File: src/rtl/ntt_pkg.sv
// Shared types and helpers for the NTT stage sequencer.
package ntt_pkg;

  typedef enum logic [1:0] {
    IDLE = 2'd0,
    RUN  = 2'd1,
    GAP  = 2'd2,
    DONE = 2'd3
  } state_t;

  localparam int DEF_LOG_N = 8;
  localparam int N         = 1 << DEF_LOG_N;
  localparam int HALF_N    = N / 2;

  // Right-shift that maps butterfly index j to its group at stage s.
  function automatic int span_shift(input int log_n, input int s);
    return log_n - 1 - s;
  endfunction

endpackage

File: src/rtl/delay.sv
// Plain N-cycle register delay line, no reset.
// Latency N_CYCLES; no backpressure.
module delay #(
  parameter int N_CYCLES  = 1,
  parameter int BIT_WIDTH = 1
) (
  input  logic                 CLK,
  input  logic [BIT_WIDTH-1:0] d,
  output logic [BIT_WIDTH-1:0] q
);

  logic [BIT_WIDTH-1:0] pipe [N_CYCLES];

  always_ff @(posedge CLK) begin
    pipe[0] <= d;
    for (int i = 1; i < N_CYCLES; i++) pipe[i] <= pipe[i-1];
  end

  assign q = pipe[N_CYCLES-1];

endmodule

File: src/rtl/ntt_stage_sequencer.sv
// Radix-2 forward NTT sequencer: one butterfly per cycle, BF_LATENCY-cycle bubble per stage.
// Write-back mirrors reads after exactly BF_LATENCY cycles; no backpressure.
module ntt_stage_sequencer
  import ntt_pkg::*;
#(
  parameter int LOG_N      = DEF_LOG_N,
  parameter int BF_LATENCY = 4
) (
  input  logic                     CLK,
  input  logic                     RST_N,
  input  logic                     start,
  output logic                     busy,
  output logic                     done,
  output logic [$clog2(LOG_N)-1:0] stage,
  output logic                     rd_valid,
  output logic [LOG_N-1:0]         rd_addr_a,
  output logic [LOG_N-1:0]         rd_addr_b,
  output logic [LOG_N-1:0]         tw_idx,
  output logic                     wr_valid,
  output logic [LOG_N-1:0]         wr_addr_a,
  output logic [LOG_N-1:0]         wr_addr_b
);

  localparam int SW = $clog2(LOG_N);
  localparam int GW = (BF_LATENCY > 1) ? $clog2(BF_LATENCY) : 1;
  localparam logic [LOG_N-1:0] ONE    = LOG_N'(1);
  localparam logic [LOG_N-1:0] J_LAST = LOG_N'((1 << (LOG_N - 1)) - 1);
  localparam logic [SW-1:0]    S_LAST = SW'(LOG_N - 1);
  localparam logic [GW-1:0]    G_LAST = GW'(BF_LATENCY - 1);

  state_t              state;
  logic [LOG_N-1:0]    j;
  logic [SW-1:0]       s;
  logic [GW-1:0]       g;

  always_ff @(posedge CLK) begin
    if (!RST_N) begin
      state <= IDLE;
      j     <= '0;
      s     <= '0;
      g     <= '0;
    end else begin
      case (state)
        IDLE: if (start) begin
          state <= RUN;
          j     <= '0;
          s     <= '0;
        end
        RUN: if (j == J_LAST) begin
          state <= GAP;
          g     <= '0;
        end else begin
          j <= j + ONE;
        end
        GAP: if (g == G_LAST) begin
          if (s == S_LAST) begin
            state <= DONE;
          end else begin
            state <= RUN;
            s     <= s + 1'b1;
            j     <= '0;
          end
        end else begin
          g <= g + 1'b1;
        end
        DONE:    state <= IDLE;
        default: state <= IDLE;
      endcase
    end
  end

  logic [LOG_N-1:0] sh, len, grp, off, addr_a, addr_b, tw;

  always_comb begin
    sh     = LOG_N'(span_shift(LOG_N, int'(s)));
    len    = ONE << sh;
    grp    = j >> sh;
    off    = j & (len - ONE);
    addr_a = ((grp << sh) << 1) | off;
    addr_b = addr_a + len;
    tw     = (ONE << s) + grp;
  end

  // Addresses are forced to zero outside RUN so idle/reset outputs are clean.
  assign rd_valid  = (state == RUN);
  assign rd_addr_a = rd_valid ? addr_a : '0;
  assign rd_addr_b = rd_valid ? addr_b : '0;
  assign tw_idx    = rd_valid ? tw : '0;
  assign busy      = (state == RUN) || (state == GAP);
  assign done      = (state == DONE);
  assign stage     = s;

  logic [2*LOG_N-1:0]    wr_pair;
  logic [BF_LATENCY-1:0] vld_sr;

  delay #(
    .N_CYCLES  (BF_LATENCY),
    .BIT_WIDTH (2*LOG_N)
  ) u_wr_dly (
    .CLK (CLK),
    .d   ({rd_addr_a, rd_addr_b}),
    .q   (wr_pair)
  );

  // The address delay line has no reset, so validity is tracked separately.
  always_ff @(posedge CLK) begin
    if (!RST_N) vld_sr <= '0;
    else        vld_sr <= (vld_sr << 1) | BF_LATENCY'(rd_valid);
  end

  assign wr_valid  = vld_sr[BF_LATENCY-1];
  assign wr_addr_a = wr_valid ? wr_pair[2*LOG_N-1:LOG_N] : '0;
  assign wr_addr_b = wr_valid ? wr_pair[LOG_N-1:0] : '0;

endmodule
File: config.mk
export PLATFORM = sky130hd
export DESIGN_NAME = ntt_stage_sequencer
export DESIGN_NICKNAME = d
export VERILOG_FILES = /design/src/rtl/ntt_pkg.sv /design/src/rtl/delay.sv /design/src/rtl/ntt_stage_sequencer.sv
export SDC_FILE = /design/constraint.sdc
export NUM_CORES = 1
export LEC_CHECK = 0
export ABC_AREA = 1
export BUFFER_PORTS_ARGS = -buffer_cell sky130_fd_sc_hd__buf_2
export CAP_MARGIN = 20
export CELL_PAD_IN_SITES_DETAIL_PLACEMENT = 1
export CELL_PAD_IN_SITES_GLOBAL_PLACEMENT = 1
export CORE_MARGIN = 2
export CORE_UTILIZATION = 30
export CTS_CLUSTER_DIAMETER = 200
export CTS_CLUSTER_SIZE = 10
export DETAILED_ROUTE_END_ITERATION = 16
export GPL_TIMING_DRIVEN = 0
export PLACE_DENSITY_LB_ADDON = 0.05
export RECOVER_POWER = 50
export SLEW_MARGIN = 30
export SYNTH_ARGS = -nofsm -noshare
export SYNTH_HDL_FRONTEND = slang
export SYNTH_SLANG_ARGS = --single-unit
File: constraint.sdc
create_clock -name CLK -period 5.5 [get_ports CLK]
set_input_delay 1.1 -clock CLK [delete_from_list [all_inputs] [get_ports CLK]]
set_output_delay 1.1 -clock CLK [all_outputs]
set_load 0.02 [all_outputs]
After elaboration in Yosys (flattened, before gate mapping)
Memories as Yosys holds them, arrays and structs flattened.
Index checks and enable logic that the tools add are counted.
W data, S select, Z words.
{ "classes": {"n_reduce_logical": 9, "bitwise_logic": 3, "mux": 22, "addsub": 7, "shift": 4, "n_eq_ne": 12} }
{ "ops": {"columns": ["operator", "count"], "rows": [
  ["$mux W8", 9],
  ["$pmux W8 S3", 1],
  ["$add A8 B8 Y8", 2],
  ["$mux W2", 6],
  ["$ne A2 B2 Y1 const B", 5],
  ["$mux W3", 3],
  ["$add A8 B1 Y8 const B", 1],
  ["$and A8 B8 Y8", 1],
  ["$eq A8 B7 Y1 const B", 1],
  ["$or A8 B8 Y8", 1],
  ["$pmux W2 S4", 1],
  ["$shl A1 B3 Y8 const A", 1],
  ["$shl A1 B8 Y8 const A", 1],
  ["$shl A8 B8 Y7", 1],
  ["$shr A8 B8 Y8", 1],
  ["$sub A8 B1 Y8 const B", 1],
  ["$eq A2 B2 Y1 const B", 3],
  ["$pmux W3 S2", 1],
  ["$reduce_and A3 Y1", 2],
  ["$reduce_and A5 Y1", 1],
  ["$or A4 B1 Y4", 1],
  ["$pmux W2 S2", 1],
  ["$reduce_and A4 Y1", 1],
  ["$reduce_bool A2 Y1", 2],
  ["other kinds (9)", 9]
]} }
{ "totals": {"in_bits": 3, "ramBits": 64, "out_inout_bits": 47, "n_memories": 1, "register_bits": 19} }
{ "memory_table": {"columns": ["memory", "words", "word_bits", "read_ports", "rd_clocked_by_memory_dff", "write_ports", "line", "rtl"], "rows": [
  ["u_wr_dly.pipe", 4, 16, 4, 0, 4, "delay.sv:12", "logic [BIT_WIDTH-1:0] pipe [N_CYCLES];"]
]} }

Longest topological paths before layout
{ "depth": {"depth_word": 7, "ltp_mapped": 20, "mapped_depth_nobuf": 18} }

Hierarchy
A second synthesis with hierarchy kept.
{ "hier_totals": {"hier_cells": 511, "area_unflattened_um2": 3832.4} }
{ "by_module_without_submodules": {"columns": ["module", "cells_each", "instances", "seq_area_each_um2", "area_each_um2"], "rows": [
  ["ntt_stage_sequencer", 447, 1, 380.4, 2551.2],
  ["delay", 64, 1, 1281.2, 1281.2]
]} }

Least setup slack after synthesis
No wires, ideal clock.
{ "synth_path": {"kind": "register to output", "start": "register s[0], in the netlist stage[0]", "end": "output port rd_addr_b[7]", "path_buffers": 2, "arrival_ns": 2.990, "required_time_ns": 4.400, "slack_ns": 1.410, "path_stages_with_launch": 21, "path_cell_list": "dfxtp_1 buf_6 inv_4 buf_6 ha_1 nand2_1 inv_1 nor2_1 nand2_1 inv_1 a21oi_1 o21ai_0 nand2_1 ha_1 a21oi_1 nor3_1 a211oi_1 nand2_1 nand3_1 nand2_1 nor2_1"} }
{ "synth_via": {"elab_chain_cells": 7, "elab_cells_between_ends": 9} }
{ "synth_rtl": {"columns": ["item", "line", "rtl"], "rows": [
  ["start: declaration", "ntt_stage_sequencer.sv:33", "logic [SW-1:0] s;"],
  ["start signal: assignment", "ntt_stage_sequencer.sv:60", "s <= s + 1'b1;"],
  ["$sub A3 B3 Y4 *", "ntt_pkg.sv:17", "return log_n - 1 - s;"],
  ["$shl A1 B8 Y8", "ntt_stage_sequencer.sv:76", "len = ONE << sh;"],
  ["$sub A8 B1 Y8", "ntt_stage_sequencer.sv:78", "off = j & (len - ONE);"],
  ["$and A8 B8 Y8", "ntt_stage_sequencer.sv:78", null],
  ["$or A8 B8 Y8", "ntt_stage_sequencer.sv:79", "addr_a = ((grp << sh) << 1) | off;"],
  ["$add A8 B8 Y8 *", "ntt_stage_sequencer.sv:80", "addr_b = addr_a + len;"],
  ["$mux W8 *", "ntt_stage_sequencer.sv:87", "assign rd_addr_b = rd_valid ? addr_b : '0;"],
  ["end: declaration", "ntt_stage_sequencer.sv:17", "output logic [LOG_N-1:0] rd_addr_b,"]
]} }
Mark *: on every way between the ends. The rest lies on a longest branch, timed or not.

Worst setup path after layout
Same ends and word-level chain as after synthesis.

==> impl_metrics.xml <==
<?xml version="1.0" encoding="UTF-8"?>
<metrics>
  <group name="timing">
    <metric name="count_of_pins_over_their_slew_limit" unit="">0</metric>
    <metric name="period_needed" unit="ns">4.97</metric>
    <metric name="skew" unit="ns">0.0120</metric>
    <metric name="setup-violations-final" unit="">0</metric>
    <metric name="fin_setup_tns" unit="ns">0</metric>
    <metric name="tightestPinTransition" unit="ns">0.680</metric>
    <metric name="hold_viol_final" unit="">0</metric>
    <metric name="fmax" unit="MHz">201</metric>
    <metric name="worst_slew_margin_rel" unit="%">54.7</metric>
    <metric name="rsz_0062_raised_after_global_routing" unit="">false</metric>
    <metric name="share_of_the_cycle_needed_by_the_critical_path_after_routing" unit="%">90.3</metric>
    <metric name="fin_worst_hold_slack" unit="ns">0.325</metric>
  </group>
  <group name="clock_tree">
    <metric name="cts.clk_slew.worst_paths" unit="ns">0.07</metric>
    <metric name="number_of_buffers_added_by_the_clock_tree_synthesis_step" unit="">9</metric>
    <metric name="htreeDepth" unit="">3</metric>
    <metric name="clock_sink_count" unit="">83</metric>
    <metric name="post_cts_resize_count" unit="">0</metric>
    <metric name="postCtsHoldBufs" unit="">0</metric>
    <metric name="worstSkewPairLatency" unit="ns">0.35</metric>
    <metric name="tritoncts" unit="">done</metric>
    <metric name="max-clock-path-buffers" unit="">2</metric>
    <metric name="root_buf_cell" unit="">sky130_fd_sc_hd__clkbuf_16</metric>
    <metric name="postCtsSetupRepairBufs" unit="">0</metric>
  </group>
  <group name="min_path">
    <metric name="min-delay-start" unit="">u_wr_dly.pipe[2][2]$_DFF_P_</metric>
    <metric name="worst_hold_path.num_cells" unit="">0</metric>
    <metric name="hp-class" unit="">reg2reg</metric>
  </group>
  <group name="synth">
    <metric name="postSynthNetCount" unit="">544</metric>
    <metric name="synthDistinctLibCells" unit="">39</metric>
    <metric name="ys_seq_area_share" unit="%">42.4</metric>
    <metric name="count_of_flip_flops_with_a_built_in_enable_after_synthesis" unit="">0</metric>
    <metric name="synth_top_cells_by_count" unit="">134 x sky130_fd_sc_hd__nand2_1, 83 x sky130_fd_sc_hd__dfxtp_1, 67 x sky130_fd_sc_hd__inv_1</metric>
    <metric name="postSynth.asyncResetShare" unit="%">0</metric>
    <metric name="postSynthAreaPerCell" unit="sq um">7.60</metric>
    <metric name="synth_area_leaders" unit="">sky130_fd_sc_hd__dfxtp_1 42%, sky130_fd_sc_hd__nand2_1 13%, sky130_fd_sc_hd__ha_1 7.7%</metric>
    <metric name="yosys_warnings" unit="">0</metric>
    <metric name="synth_area" unit="sq um">3920</metric>
    <metric name="top_count_cell_post_synth" unit="">sky130_fd_sc_hd__nand2_1</metric>
    <metric name="yosys_register_bits" unit="">83</metric>
    <metric name="synth_flop_cell" unit="">sky130_fd_sc_hd__dfxtp_1</metric>
    <metric name="postSynthCellCount" unit="">516</metric>
    <metric name="share_of_yosys_cell_area_claimed_by_the_top_area_cell_type" unit="%">42.4</metric>
    <metric name="cell_accounting_for_the_most_synthesized_area" unit="">sky130_fd_sc_hd__dfxtp_1</metric>
  </group>
  <group name="critical_path">
    <metric name="crit_chain" unit="">buf_6, inv_4, buf_6, ha_1, nand2_1, inv_1, nor2_1, nand2_1, inv_1, a21oi_1, o21ai_0, nand2_1, ha_1, a21oi_1, nor3_1, a211oi_1, nand2_1, nand3_1, nand2_1, nor2_1, buf_2</metric>
    <metric name="crit_buf_inv" unit="">6</metric>
    <metric name="timing.critical_path.arrival" unit="ns">3.87</metric>
    <metric name="critPathTopFamily" unit="">simple AND/OR/NAND/NOR gates</metric>
    <metric name="path_common_cell" unit="">sky130_fd_sc_hd__nand2_1</metric>
    <metric name="critical_path_required" unit="ns">4.40</metric>
    <metric name="critical_path.max_stage_delay" unit="ns">0.42</metric>
    <metric name="reg2reg_depth" unit="">20</metric>
    <metric name="cp-start-kind" unit="">flip-flop</metric>
    <metric name="crit_slowest_cell" unit="">sky130_fd_sc_hd__dfxtp_1</metric>
    <metric name="critical_path.reg2reg.startpoint" unit="">stage[0]$_SDFFE_PN0P_</metric>
    <metric name="critical_path_peak_fanout" unit="">11</metric>
    <metric name="crit_path_end_kind" unit="">output port</metric>
    <metric name="critical_path_depth" unit="">21</metric>
    <metric name="timing_worst_setup_path_type" unit="">reg2out</metric>
    <metric name="crit_path_start" unit="">stage[0]$_SDFFE_PN0P_</metric>
  </group>
  <group name="routing">
    <metric name="drt_first_iter_violations" unit="">202</metric>
    <metric name="remaining_drc_errors" unit="">0</metric>
    <metric name="viasPerCell" unit="">4.55</metric>
    <metric name="routed_wirelength" unit="um">10800</metric>
    <metric name="routedWlPerCell" unit="um">14.4</metric>
    <metric name="routed_vias" unit="">3424</metric>
    <metric name="dr.pass1.iters" unit="">4</metric>
    <metric name="detail-route-antenna-nets" unit="">0</metric>
  </group>
  <group name="placed_design">
    <metric name="numPortBuffers" unit="">48</metric>
    <metric name="dpl_cell_area" unit="sq um">4380</metric>
    <metric name="dpl.cell_count" unit="">736</metric>
    <metric name="place_congestion" unit="">0.865</metric>
    <metric name="post-dp-hpwl" unit="um">8500</metric>
  </group>
  <group name="global_routing">
    <metric name="global_route.overflow_total" unit="">0</metric>
    <metric name="grt_max_degree" unit="">15</metric>
    <metric name="first_pass_grt_wire_length" unit="um">17800</metric>
    <metric name="grt_pass1_vias" unit="">3430</metric>
    <metric name="grt_antenna_before_repair" unit="">0</metric>
    <metric name="grtUsageTotal" unit="%">16.2</metric>
  </group>
  <group name="final_layout">
    <metric name="insertedDiodeCount" unit="">0</metric>
    <metric name="non_filler_instances" unit="">752</metric>
    <metric name="final_design_area_no_fill" unit="sq um">4660</metric>
    <metric name="final_nets" unit="">603</metric>
    <metric name="final_layout_size_suffix_gt1_share" unit="%">19.0</metric>
    <metric name="area_delta_synth_final" unit="%">18.9</metric>
    <metric name="post-route-util" unit="%">36.8</metric>
  </group>
  <group name="flow_run">
    <metric name="max-cap-violations" unit="">0</metric>
  </group>
  <group name="floorplanning">
    <metric name="die_y" unit="um">118</metric>
    <metric name="dieArea" unit="sq um">14000</metric>
    <metric name="starting_density_of_the_core" unit="%">30.9</metric>
    <metric name="core" unit="sq um">12700</metric>
    <metric name="top_level_ports" unit="">50</metric>
    <metric name="core.rowCount" unit="">41</metric>
    <metric name="fp.dieW" unit="um">118</metric>
  </group>
  <group name="pwr">
    <metric name="pwr_per_cell_area" unit="nW/um^2">432</metric>
    <metric name="leakage" unit="nW">2.41</metric>
    <metric name="ir_worst_vdd" unit="mV">0.200</metric>
  </group>
  <group name="status">
    <metric name="outcome" unit="">finished clean</metric>
  </group>
</metrics>
worst paths after layout:
check,slack [ns],end
worst min-delay path,0.32,u_wr_dly.pipe[3][2]$_DFF_P_
worst min register to register,0.32,u_wr_dly.pipe[3][2]$_DFF_P_
worst max-delay path,0.53,rd_addr_b[7]
worst max register to register,2.08,u_wr_dly.pipe[0][7]$_DFF_P_
cell usage in the layout, fill, tap and decap left out, types with 2 or more instances in the layout:
cell type | Yosys | final
sky130_fd_sc_hd__a211oi_1 | 4 | 4
sky130_fd_sc_hd__a21oi_1 | 35 | 35
sky130_fd_sc_hd__a21oi_2 | 4 | 4
sky130_fd_sc_hd__buf_2 | 4 | 48
sky130_fd_sc_hd__buf_6 | 5 | 5
sky130_fd_sc_hd__clkbuf_1 | 4 | 9
sky130_fd_sc_hd__clkbuf_16 | 0 | 9
sky130_fd_sc_hd__clkinv_2 | 0 | 2
sky130_fd_sc_hd__dfxtp_1 | 83 | 83
sky130_fd_sc_hd__ha_1 | 24 | 24
sky130_fd_sc_hd__inv_1 | 67 | 67
sky130_fd_sc_hd__inv_2 | 6 | 6
sky130_fd_sc_hd__inv_4 | 2 | 2
sky130_fd_sc_hd__nand2_1 | 134 | 135
sky130_fd_sc_hd__nand2_2 | 13 | 12
sky130_fd_sc_hd__nand3_1 | 40 | 40
sky130_fd_sc_hd__nand3_2 | 4 | 4
sky130_fd_sc_hd__nand4_1 | 6 | 6
sky130_fd_sc_hd__nor2_1 | 25 | 25
sky130_fd_sc_hd__nor2_2 | 4 | 4
sky130_fd_sc_hd__nor3_1 | 6 | 6
sky130_fd_sc_hd__nor3b_2 | 2 | 2
sky130_fd_sc_hd__o21ai_0 | 20 | 20
sky130_fd_sc_hd__o21ai_1 | 3 | 3
sky130_fd_sc_hd__o21ai_2 | 3 | 3
sky130_fd_sc_hd__o31ai_1 | 2 | 2
sky130_fd_sc_hd__xor2_1 | 2 | 2
layer usage:
| layer | track usage [%] | part of all wire, % | up-vias |
|---|---|---|---|
| met1 | 19.3 | 44 | 1604 |
| li1 | - | - | 1758 |
| met3 | 3.19 | 3.2 | 11 |
| met2 | 29.3 | 51 | 51 |
| met5 | 0 | 0 | - |
| met4 | 5.05 | 1.4 | 0 |
area by class of cell:
type	count	area, sq um
Multi-Input combinational cell	344	1870
Tap cell	172	215
Buffer	14	97.6
Inverter	75	287
Fill cell	1603	8010
Timing Repair Buffer	48	236
Sequential cell	83	1660
Clock inverter	6	65.1
Clock buffer	10	229
through the flow:
step | total power [mW] | setup WS (ns)
2_1_floorplan | 1.24 | 1.41
3_3_place_gp | 1.43 | 0.942
3_5_place_dp | 1.44 | 0.877
4_1_cts | 2.05 | 0.475
5_1_grt | 2.17 | 0.0531
6_report | 2.01 | 0.531
flip-flops by register name (all words and copies together), names as in the netlist:
name,count
j,8
vld_sr,4
state,2
g,2
u_wr_dly.pipe,64
stage,3
kinds of logic (layout without fill, tap and decap cells):
family	after synthesis	in the layout	share of synthesized area [%]
buffers and inverters	89	153	9.83
xor gates and xnor gates	2	2	0.447
and+or+nand+nor	240	240	27.8
other	1	1	0.0957
adders and majority gates	25	25	8.17
DFF	83	83	42.4
AOI/OAI and AO/OA	76	76	11.3
report_power, final:
group / switching, mW / internal (mW) / total, mW
Sequential: 0.0351 / 0.682 / 0.717
Clock: 0.245 / 0.352 / 0.597
Combinational: 0.487 / 0.213 / 0.700
Total: 0.767 / 1.25 / 2.01
Power figures use the tool's default switching activity.
